<file path="config.mk">
export PLATFORM = sky130hd
export DESIGN_NAME = instruction_queue
export DESIGN_NICKNAME = d
export VERILOG_FILES = /design/src/rtl/instruction_queue_pkg.sv /design/src/rtl/instruction_queue.sv
export SDC_FILE = /design/constraint.sdc
export NUM_CORES = 1
export LEC_CHECK = 0
export BUFFER_PORTS_ARGS = -buffer_cell sky130_fd_sc_hd__buf_2
export CAP_MARGIN = 20
export CORE_AREA = 2 2 65 67
export DETAILED_ROUTE_END_ITERATION = 8
export DIE_AREA = 0 0 67 69
export PLACE_DENSITY = 0.77
export SYNTH_ARGS = -nofsm -noshare
export SYNTH_HDL_FRONTEND = slang
export SYNTH_SLANG_ARGS = --single-unit
</file>
<file path="constraint.sdc">
create_clock -name clk -period 1.9 [get_ports clk]
set_input_delay 0.38 -clock clk [delete_from_list [all_inputs] [get_ports clk]]
set_output_delay 0.38 -clock clk [all_outputs]
set_load 0.03 [all_outputs]
</file>
<file path="src/rtl/instruction_queue_pkg.sv">
// Shared configuration and entry types for the issue/write-back instruction queue.
// The entry is packed MSB-first as {unit_id, id, rd_addr}.
package instruction_queue_pkg;
  localparam int INSTRUCTION_QUEUE_DEPTH = 4;
  localparam int WB_UNITS_WIDTH          = 2;
  localparam int INSTR_ID_WIDTH          = 3;
  localparam int RD_ADDR_WIDTH           = 5;
  localparam int IQ_ENTRY_WIDTH          = WB_UNITS_WIDTH + INSTR_ID_WIDTH + RD_ADDR_WIDTH;

  typedef logic [INSTR_ID_WIDTH-1:0] instruction_id_t;

  typedef struct packed {
    logic [WB_UNITS_WIDTH-1:0] unit_id;
    instruction_id_t           id;
    logic [RD_ADDR_WIDTH-1:0]  rd_addr;
  } iq_entry_t;
endpackage

</file>
<file path="src/rtl/instruction_queue.sv">
// Shifting in-order tracking queue: slot 0 is youngest, highest valid slot is oldest.
// Any single slot may retire per cycle; the hole collapses on the same edge.
module instruction_queue
  import instruction_queue_pkg::*;
#(
  parameter int DEPTH          = INSTRUCTION_QUEUE_DEPTH,
  parameter int UNIT_W         = WB_UNITS_WIDTH,
  parameter int ID_W           = INSTR_ID_WIDTH,
  parameter int ENTRY_W        = UNIT_W + ID_W + RD_ADDR_WIDTH,
  parameter bit CHECK_PROTOCOL = 1'b1
) (
  input  logic                       clk,
  input  logic                       rst,
  input  logic                       push,
  input  logic [ENTRY_W-1:0]         data_in,
  output logic                       ready,
  input  logic [DEPTH-1:0]           pop,
  output logic [DEPTH-1:0]           valid,
  output logic [DEPTH*ENTRY_W-1:0]   data_out,
  output logic [DEPTH-1:0]           shift_pop,
  output logic                       empty,
  output logic [$clog2(DEPTH):0]     count
);
  localparam int CNT_W = $clog2(DEPTH) + 1;

  logic [DEPTH-1:0]   r_valid;
  logic [ENTRY_W-1:0] r_data [DEPTH];

  logic [DEPTH:0]     w_vac_ext;
  logic [DEPTH-1:0]   w_vacate;
  logic [DEPTH-1:0]   w_move;

  function automatic logic [CNT_W-1:0] popcount(input logic [DEPTH-1:0] v);
    logic [CNT_W-1:0] acc;
    acc = '0;
    for (int i = 0; i < DEPTH; i++) acc = acc + CNT_W'(v[i]);
    return acc;
  endfunction

  // Top-down vacate chain; the extra always-zero bit makes move[DEPTH-1]=0 fall out naturally.
  always_comb begin
    w_vac_ext        = '0;
    w_move           = '0;
    for (int i = DEPTH - 1; i >= 0; i--) begin
      w_move[i]    = w_vac_ext[i+1];
      w_vac_ext[i] = ~r_valid[i] | pop[i] | w_move[i];
    end
    w_vacate = w_vac_ext[DEPTH-1:0];
  end

  genvar gi;
  generate
    for (gi = 0; gi < DEPTH; gi++) begin : g_slot
      assign shift_pop[gi] = w_move[gi] & r_valid[gi] & ~pop[gi];
      assign data_out[gi*ENTRY_W +: ENTRY_W] = r_data[gi];
    end
  endgenerate

  // A popped entry that is also in the moving region must not carry its valid upward.
  always_ff @(posedge clk) begin
    if (rst) begin
      r_valid <= '0;
      for (int i = 0; i < DEPTH; i++) r_data[i] <= '0;
    end else begin
      if (w_vacate[0]) begin
        r_valid[0] <= push;
        r_data[0]  <= data_in;
      end
      for (int i = 1; i < DEPTH; i++) begin
        if (w_move[i-1]) begin
          r_valid[i] <= r_valid[i-1] & ~pop[i-1];
          r_data[i]  <= r_data[i-1];
        end else if (pop[i]) begin
          r_valid[i] <= 1'b0;
        end
      end
    end
  end

  assign ready = w_vacate[0];
  assign valid = r_valid;
  assign empty = ~|r_valid;
  assign count = popcount(r_valid);

  always_ff @(posedge clk) begin
    if (CHECK_PROTOCOL && !rst) begin
      assert (!(push && !ready)) else $error("instruction_queue: push dropped while full");
      assert ($onehot0(pop)) else $error("instruction_queue: more than one pop bit set");
      assert ((pop & ~r_valid) == '0) else $error("instruction_queue: pop of an empty slot");
    end
  end
endmodule

</file>
==> key figures, run 1 <==
GRT
  • First-pass GRT wire length: 4.974 mm
  • Pin count of the biggest net entering global routing: 15
  • GRT Overall Usage: 14.20%
  • Overflow after GRT: 0
  • Initial antenna violation count: 0
  • Vias in the first global route: 1189

CTS
  • Num CTS Buffers: 5
  • CTS max path bufs: 2
  • Clock sinks: 44
  • Hold_buf cts: 0
  • CTS tree: built
  • Clk slew on worst S/H paths: 0.08 ns
  • H-tree depth: 2
  • Clock Tree Root: clkbuf_8
  • Clk_lat worst skew: 0.29 ns

Timing
  • Fin. Hold Viols: 0
  • Finish-stage setup viols: 3
  • Period Utilization, post-route: 113.6%
  • Fin crit period: 2.159 ns
  • Final Max Tran Viols: 0
  • RSZ-0062 raised after global routing: yes
  • Setup TNS: -0.5378 ns
  • Clock skew: 0.003729 ns
  • Setup ws final: -0.2592 ns
  • Fmax: 463.1 MHz

Yosys
  • Flop and latch count out of synthesis: 44
  • Syn Inst Count: 124
  • Largest cells by area after synthesis: edfxtp_1 (66%), and2_1 (14%), dfxtp_1 (4.4%), ha_1 (2.1%), inv_1 (1.4%)
  • Share of the synthesized area in the top cell type: 66.16%
  • Post-synth top flop: edfxtp_1
  • Post-synth top cells: and2_1 (40), edfxtp_1 (40), inv_1 (7)
  • Netlist Area Pre-Place: 1815 µm²
  • Mapped Nets: 145
  • Yosys top cell by area: edfxtp_1
  • Yosys cell types: 25
  • Register area share after synthesis: 70.57%
  • Ys async rst share: 0%
  • EDFF count, synth: 40
  • Synth Area per Inst: 14.64 µm²
  • YS warnings: 0

Power and ir drop
  • Pleak: 1.157 nW
  • Reg power frac: 59.4%
  • Switching Share: 23.80%
  • VDD IR max: 0.0005892 V
  • NetSw: 0.4368 mW
  • Internal power: 1.399 mW
  • Comb power frac: 10.5%
  • Clk pwr share: 30.1%
  • Pwr/cell area: 755.8 nW/µm²

Floorplanning
  • Die H: 69 µm
  • Die area: 4623 µm²
  • Core ar.: 3914 µm²
  • Die Wd: 67 µm
  • FP Rows: 23
  • # IOs: 70
  • Initial Util: 46.39%

Critical path
  • Critical Path RT: 1.52 ns
  • Crit path DAT: 1.78 ns
  • Reg-to-reg slack, setup: 0.24 ns
  • Worst-path fanout max: 2
  • Critical Path Source Type: flop
  • Critical path type: flop to output port
  • Worst setup EP type: output port

Hold path
  • Hold Path Class: input port to flop

Layout
  • Fillers: 317
  • Nets: 227
  • Final Util: 62.05%
  • Register area: 1291 µm²
  • Area occupied by multi-input gates: 518.0 µm²
  • Ant diodes: 0
  • Layout area overhead: 33.77%
  • Share of layout cells above drive strength 1: 49.28%

Route
  • Post-DRT Antenna Nets: 0
  • Wirelength per Cell: 11.93 µm
  • Drt total wl: 3.066 mm
  • Vias: 1155
  • Drt first-iter violations: 34
  • First drt pass iteration count: 4
  • Residual DRC: 0
  • Vias/cell: 4.494

Run
  • Max-cap violations: 0

Place
  • IO buf count: 68
  • RePlAce Congestion: 0.8762
  • Dpl hpwl: 2.443 mm

Status
  • Failing checks: negative setup slack
  • Status: finished with violations
state kept, by name (all words and copies together), names as in the netlist:
name and count:
r_data 40, valid 4
cell type report:
| type | count | area share [%] |
|---|---|---|
| Clock buffer | 5 | 2.834 |
| Clock inverter | 3 | 0.7728 |
| Inverter | 7 | 1.082 |
| Multi-Input combinational cell | 70 | 21.33 |
| Sequential cell | 44 | 53.17 |
| Tap cell | 50 | 2.576 |
| Timing Repair Buffer | 78 | 18.24 |
placed cells by master, fill, tap and decap left out, drive strengths merged, types with 2 or more instances in the layout:
cell	n
a21oi	5
and2	40
buf	78
clkbuf	5
clkinvlp	2
dfxtp	4
edfxtp	40
ha	3
inv	7
nand2b	4
nor2	5
nor2b	2
metrics by stage:
| stage | hold WS, ns | worst slack [ns] | std cells | total power, mW | cell area, µm² |
|---|---|---|---|---|---|
| 2_1_floorplan | 0.4991 | 0.03230 | 124 | 1.236 | 1839 |
| 3_3_place_gp | 0.5285 | -0.002999 | 245 | 1.293 | 2263 |
| 3_5_place_dp | 0.5322 | -0.02256 | 245 | 1.298 | 2263 |
| 4_1_cts | 0.3078 | -0.2726 | 254 | 1.854 | 2390 |
| 5_1_grt | 0.3290 | -0.3122 | 257 | 1.923 | 2429 |
| 6_report | 0.3181 | -0.2592 | 257 | 1.835 | 2429 |
power groups by stage:
stage	Sequential, mW	Clock [mW]	Combinational, mW
floorplan	1.18	0	0.0589
global placement	1.11	0	0.183
detailed placement	1.11	0	0.186
CTS	1.09	0.570	0.193
global route	1.09	0.621	0.208
finish	1.09	0.553	0.193
final timing paths:
check / start / to / cells past startpoint
min: push / valid[0] / 3
max reg2reg: valid[3] / r_data[0][24] / 5
max: valid[3] / count[1] / 6
min reg2reg: r_data[0][17] / r_data[0][27] / 1
worst max-delay path: stages, from the launching register on:
cell and delay (ns):
dfxtp_2 0.34, inv_2 0.04, fa_1 0.54, inv_2 0.05
ha_4 0.15, ha_4 0.25, buf_6 0.12
cells by family (layout without fill, tap and decap cells):
group / after synthesis / in the layout / synth area share, %
simple gates: 59 / 59 / 20.12
buf+inv: 10 / 93 / 2.757
flops: 44 / 44 / 70.57
compound gates: 6 / 6 / 3.170
other cells: 1 / 1 / 0.2066
fa+ha+maj: 4 / 4 / 3.170
metal layers:
metal  vias up  global-route usage, %  share of wire, %
met5         -                      0                 0
met4         0                  5.215               2.3
met3         6                  6.036               8.9
met2        53                  24.64                53
met1       513                  14.87                36
li1        583                      -                 -
timing repair:
action                     4_1_cts  5_1_grt
setup endpoints to repair        4        6
pin swaps                        1        0
gates resized for setup         11        6
hold endpoints to repair         0        0
buffers inserted                 1        3
Power figures use the tool's default switching activity.
==> inputs of run 2 (changes only) <==
--- a/config.mk
+++ b/config.mk
@@ -7,10 +7,12 @@
 export LEC_CHECK = 0
 export BUFFER_PORTS_ARGS = -buffer_cell sky130_fd_sc_hd__buf_2
 export CAP_MARGIN = 20
-export CORE_AREA = 2 2 65 67
+export CELL_PAD_IN_SITES_DETAIL_PLACEMENT = 0
+export CELL_PAD_IN_SITES_GLOBAL_PLACEMENT = 2
+export CORE_AREA = 2 2 80 82
 export DETAILED_ROUTE_END_ITERATION = 8
-export DIE_AREA = 0 0 67 69
-export PLACE_DENSITY = 0.77
+export DIE_AREA = 0 0 82 84
+export PLACE_DENSITY = 0.76
 export SYNTH_ARGS = -nofsm -noshare
 export SYNTH_HDL_FRONTEND = slang
 export SYNTH_SLANG_ARGS = --single-unit
==> key figures, run 2 (synthesis gave the netlist of run 1 again) <==
Route
  • Wirelength per Cell: 11.41 µm (-4.3%)
  • Vias: 1137 (-1.6%)
  • Post-DRT Antenna Nets: 0 (unchanged)
  • Drt total wl: 3.253 mm (+6.1%)
  • Vias/cell: 3.989 (-11%)
  • Residual DRC: 0 (unchanged)
  • First drt pass iteration count: 3 (-1)
  • Drt first-iter violations: 61 (+79%)

CTS
  • CTS tree: built
  • Hold_buf cts: 0 (unchanged)
  • Num CTS Buffers: 5 (unchanged)
  • Clock Tree Root: clkbuf_8
  • Clk slew on worst S/H paths: 0.08 ns (about the same)
  • H-tree depth: 2 (unchanged)
  • Clock sinks: 44 (unchanged)
  • CTS max path bufs: 2 (unchanged)
  • Clk_lat worst skew: 0.29 ns (about the same)

Timing
  • Finish-stage setup viols: 3 (unchanged)
  • Clock skew: 0.005476 ns (+0.001747 ns)
  • RSZ-0062 raised after global routing: yes
  • Hold WS: 0.3082 ns (-0.009972 ns)
  • Fmax: 464.5 MHz (+0.29%)
  • Setup ws final: -0.2530 ns (+0.006226 ns)
  • Fin. Hold Viols: 0 (unchanged)
  • Final Max Tran Viols: 0 (unchanged)
  • Period Utilization, post-route: 113.3% (-0.33 points)
  • Fin crit period: 2.153 ns (-0.006226 ns)

Critical path
  • Critical Path Source Type: flop
  • Critical Path RT: 1.52 ns (about the same)
  • Crit path DAT: 1.77 ns (about the same)
  • Origin of the critical flop-to-flop path: valid[2]
  • Slowest stage delay, CP: 0.54 ns (about the same)
  • R2R depth: 5 (unchanged)
  • CP max stage cell: fa_1
  • Reg-to-reg slack, setup: 0.18 ns (-0.06 ns)
  • Worst setup EP type: output port
  • Critical path type: flop to output port
  • Critical path cell sequence: inv_2 > fa_1 > inv_2 > ha_4 > ha_4 > buf_6
  • Worst-path fanout max: 2 (unchanged)
  • R2R Path End: r_data[0][6]

GRT
  • Global routing usage on met3: 3.247% (-2.8 points)
  • First-pass GRT wire length: 4.816 mm (-3.2%)
  • Initial antenna violation count: 0 (unchanged)
  • Overflow after GRT: 0 (unchanged)
  • Met1 GRT Util: 10.86% (-4.0 points)
  • GRT met2 Usage: 14.71% (-9.9 points)
  • Vias in the first global route: 1012 (-15%)
  • Busiest grt layer: met2
  • GRT Overall Usage: 9.456% (-4.7 points)
  • Pin count of the biggest net entering global routing: 14 (-1)

Power and ir drop
  • Comb power frac: 9.9% (-0.6 points)
  • Clk pwr share: 34.7% (+4.6 points)
  • Pleak: 1.184 nW (+2.4%)
  • Internal power: 1.537 mW (+9.9%)
  • Pwr/cell area: 779.8 nW/µm² (+3.2%)
  • VDD IR max: 0.0003124 V (-47%)
  • Power Total: 1.970 mW (+7.3%)
  • Reg power frac: 55.4% (-4.0 points)
  • NetSw: 0.4325 mW (-0.98%)
  • Switching Share: 21.96% (-1.8 points)

Floorplanning
  • Initial Util: 29.78% (-17 points)
  • Die H: 84 µm (+22%)
  • FP Rows: 29 (+26%)
  • # IOs: 70 (unchanged)
  • Die area: 6888 µm² (+49%)
  • Core ar.: 6096 µm² (+56%)
  • Die Wd: 82 µm (+22%)

Hold path
  • Hold Path Depth: 3 (unchanged)
  • Min-delay src: push
  • Worst Hold Path EP: valid[0]
  • Hold Path Class: input port to flop

Layout
  • Layout area overhead: 39.15%
  • Ant diodes: 0 (unchanged)
  • Share of layout cells above drive strength 1: 50.48% (+1.2 points)
  • Commonest non-fill, non-tap cell in the layout: buf_2
  • Nets: 228 (+0.44%)
  • Commonest cells after routing, fill and taps aside: buf_2 (62), and2_1 (40), edfxtp_1 (40)
  • Max reg flops: 40 (unchanged)
  • Largest Register: r_data

Status
  • Failing checks: negative setup slack
  • Status: finished with violations

Place
  • IO buf count: 68 (unchanged)
  • Dpl hpwl: 2.548 mm (+4.3%)
  • Pre-CTS WS: -0.01842 ns (+0.004145 ns)
  • RePlAce Congestion: 0.7040 (-20%)

Run
  • Max-cap violations: 0 (unchanged)
[run 2: cell count changes in the layout (fill, tap and decap cells not counted), sizes merged]
| cell | delta |
|---|---|
| clkbuf | +1 |
| bufinv | +1 |
| clkinvlp | -2 |
| buf | +1 |
[run 2: cell type report]
type | instances | area (µm²)
fill | 585 | 3570
sequential | 44 | 1290
multi-input combinational | 70 | 545.5
timing repair buffer | 79 | 460.4
tap | 77 | 96.34
clock buffer | 6 | 72.57
clock inverter | 2 | 35.03
inverter | 7 | 26.28
[run 2: worst max-delay path by stage]
stage	start	endpoint	slack, ns
detailed placement	valid[0]	count[1]	-0.02
finish	valid[3]	count[1]	-0.25
global placement	valid[0]	count[1]	-0.009
global route	valid[3]	count[1]	-0.30
CTS	valid[3]	count[1]	-0.27
floorplan	valid[0]	count[1]	0.03
[run 2: power groups by stage]
| stage | Clock [mW] | Combinational, mW | Sequential [mW] |
|---|---|---|---|
| 6_report | 0.683 | 0.196 | 1.09 |
| 5_1_grt | 0.742 | 0.210 | 1.09 |
| 4_1_cts | 0.708 | 0.194 | 1.09 |
| 3_5_place_dp | 0 | 0.185 | 1.11 |
| 3_3_place_gp | 0 | 0.185 | 1.11 |
| 2_1_floorplan | 0 | 0.0589 | 1.18 |
[run 2: routing by layer]
layer / share of wire (%) / up-vias / wire [µm]
li1: - / 584 / -
met1: 41 / 497 / 1349
met2: 48 / 47 / 1564
met3: 7.3 / 9 / 236
met4: 3.1 / 0 / 102
met5: 0 / - / 0
[run 2: worst max-delay path: cells and delay by family, from the launching register on]
family     cells  cell delay (ns)
buf+inv        3             0.21
flops          1             0.34
fa+ha+maj      3             0.94
[run 2: repair_timing]
action,CTS,global route
endpoints found under the setup margin,4,5
pin swaps,2,3
setup buffers,1,4
resized for setup,13,11
[run 2: through the flow]
step	cell area, µm²	TNS (ns)	util (%)	instances
5_1_grt	2526	-0.6628	41.44	285
2_1_floorplan	1839	0	-	124
4_1_cts	2459	-0.5653	40.33	282
3_5_place_dp	2305	-0.01842	37.81	273
6_report	2526	-0.5213	41.44	285
3_3_place_gp	2305	-0.008888	37.81	273
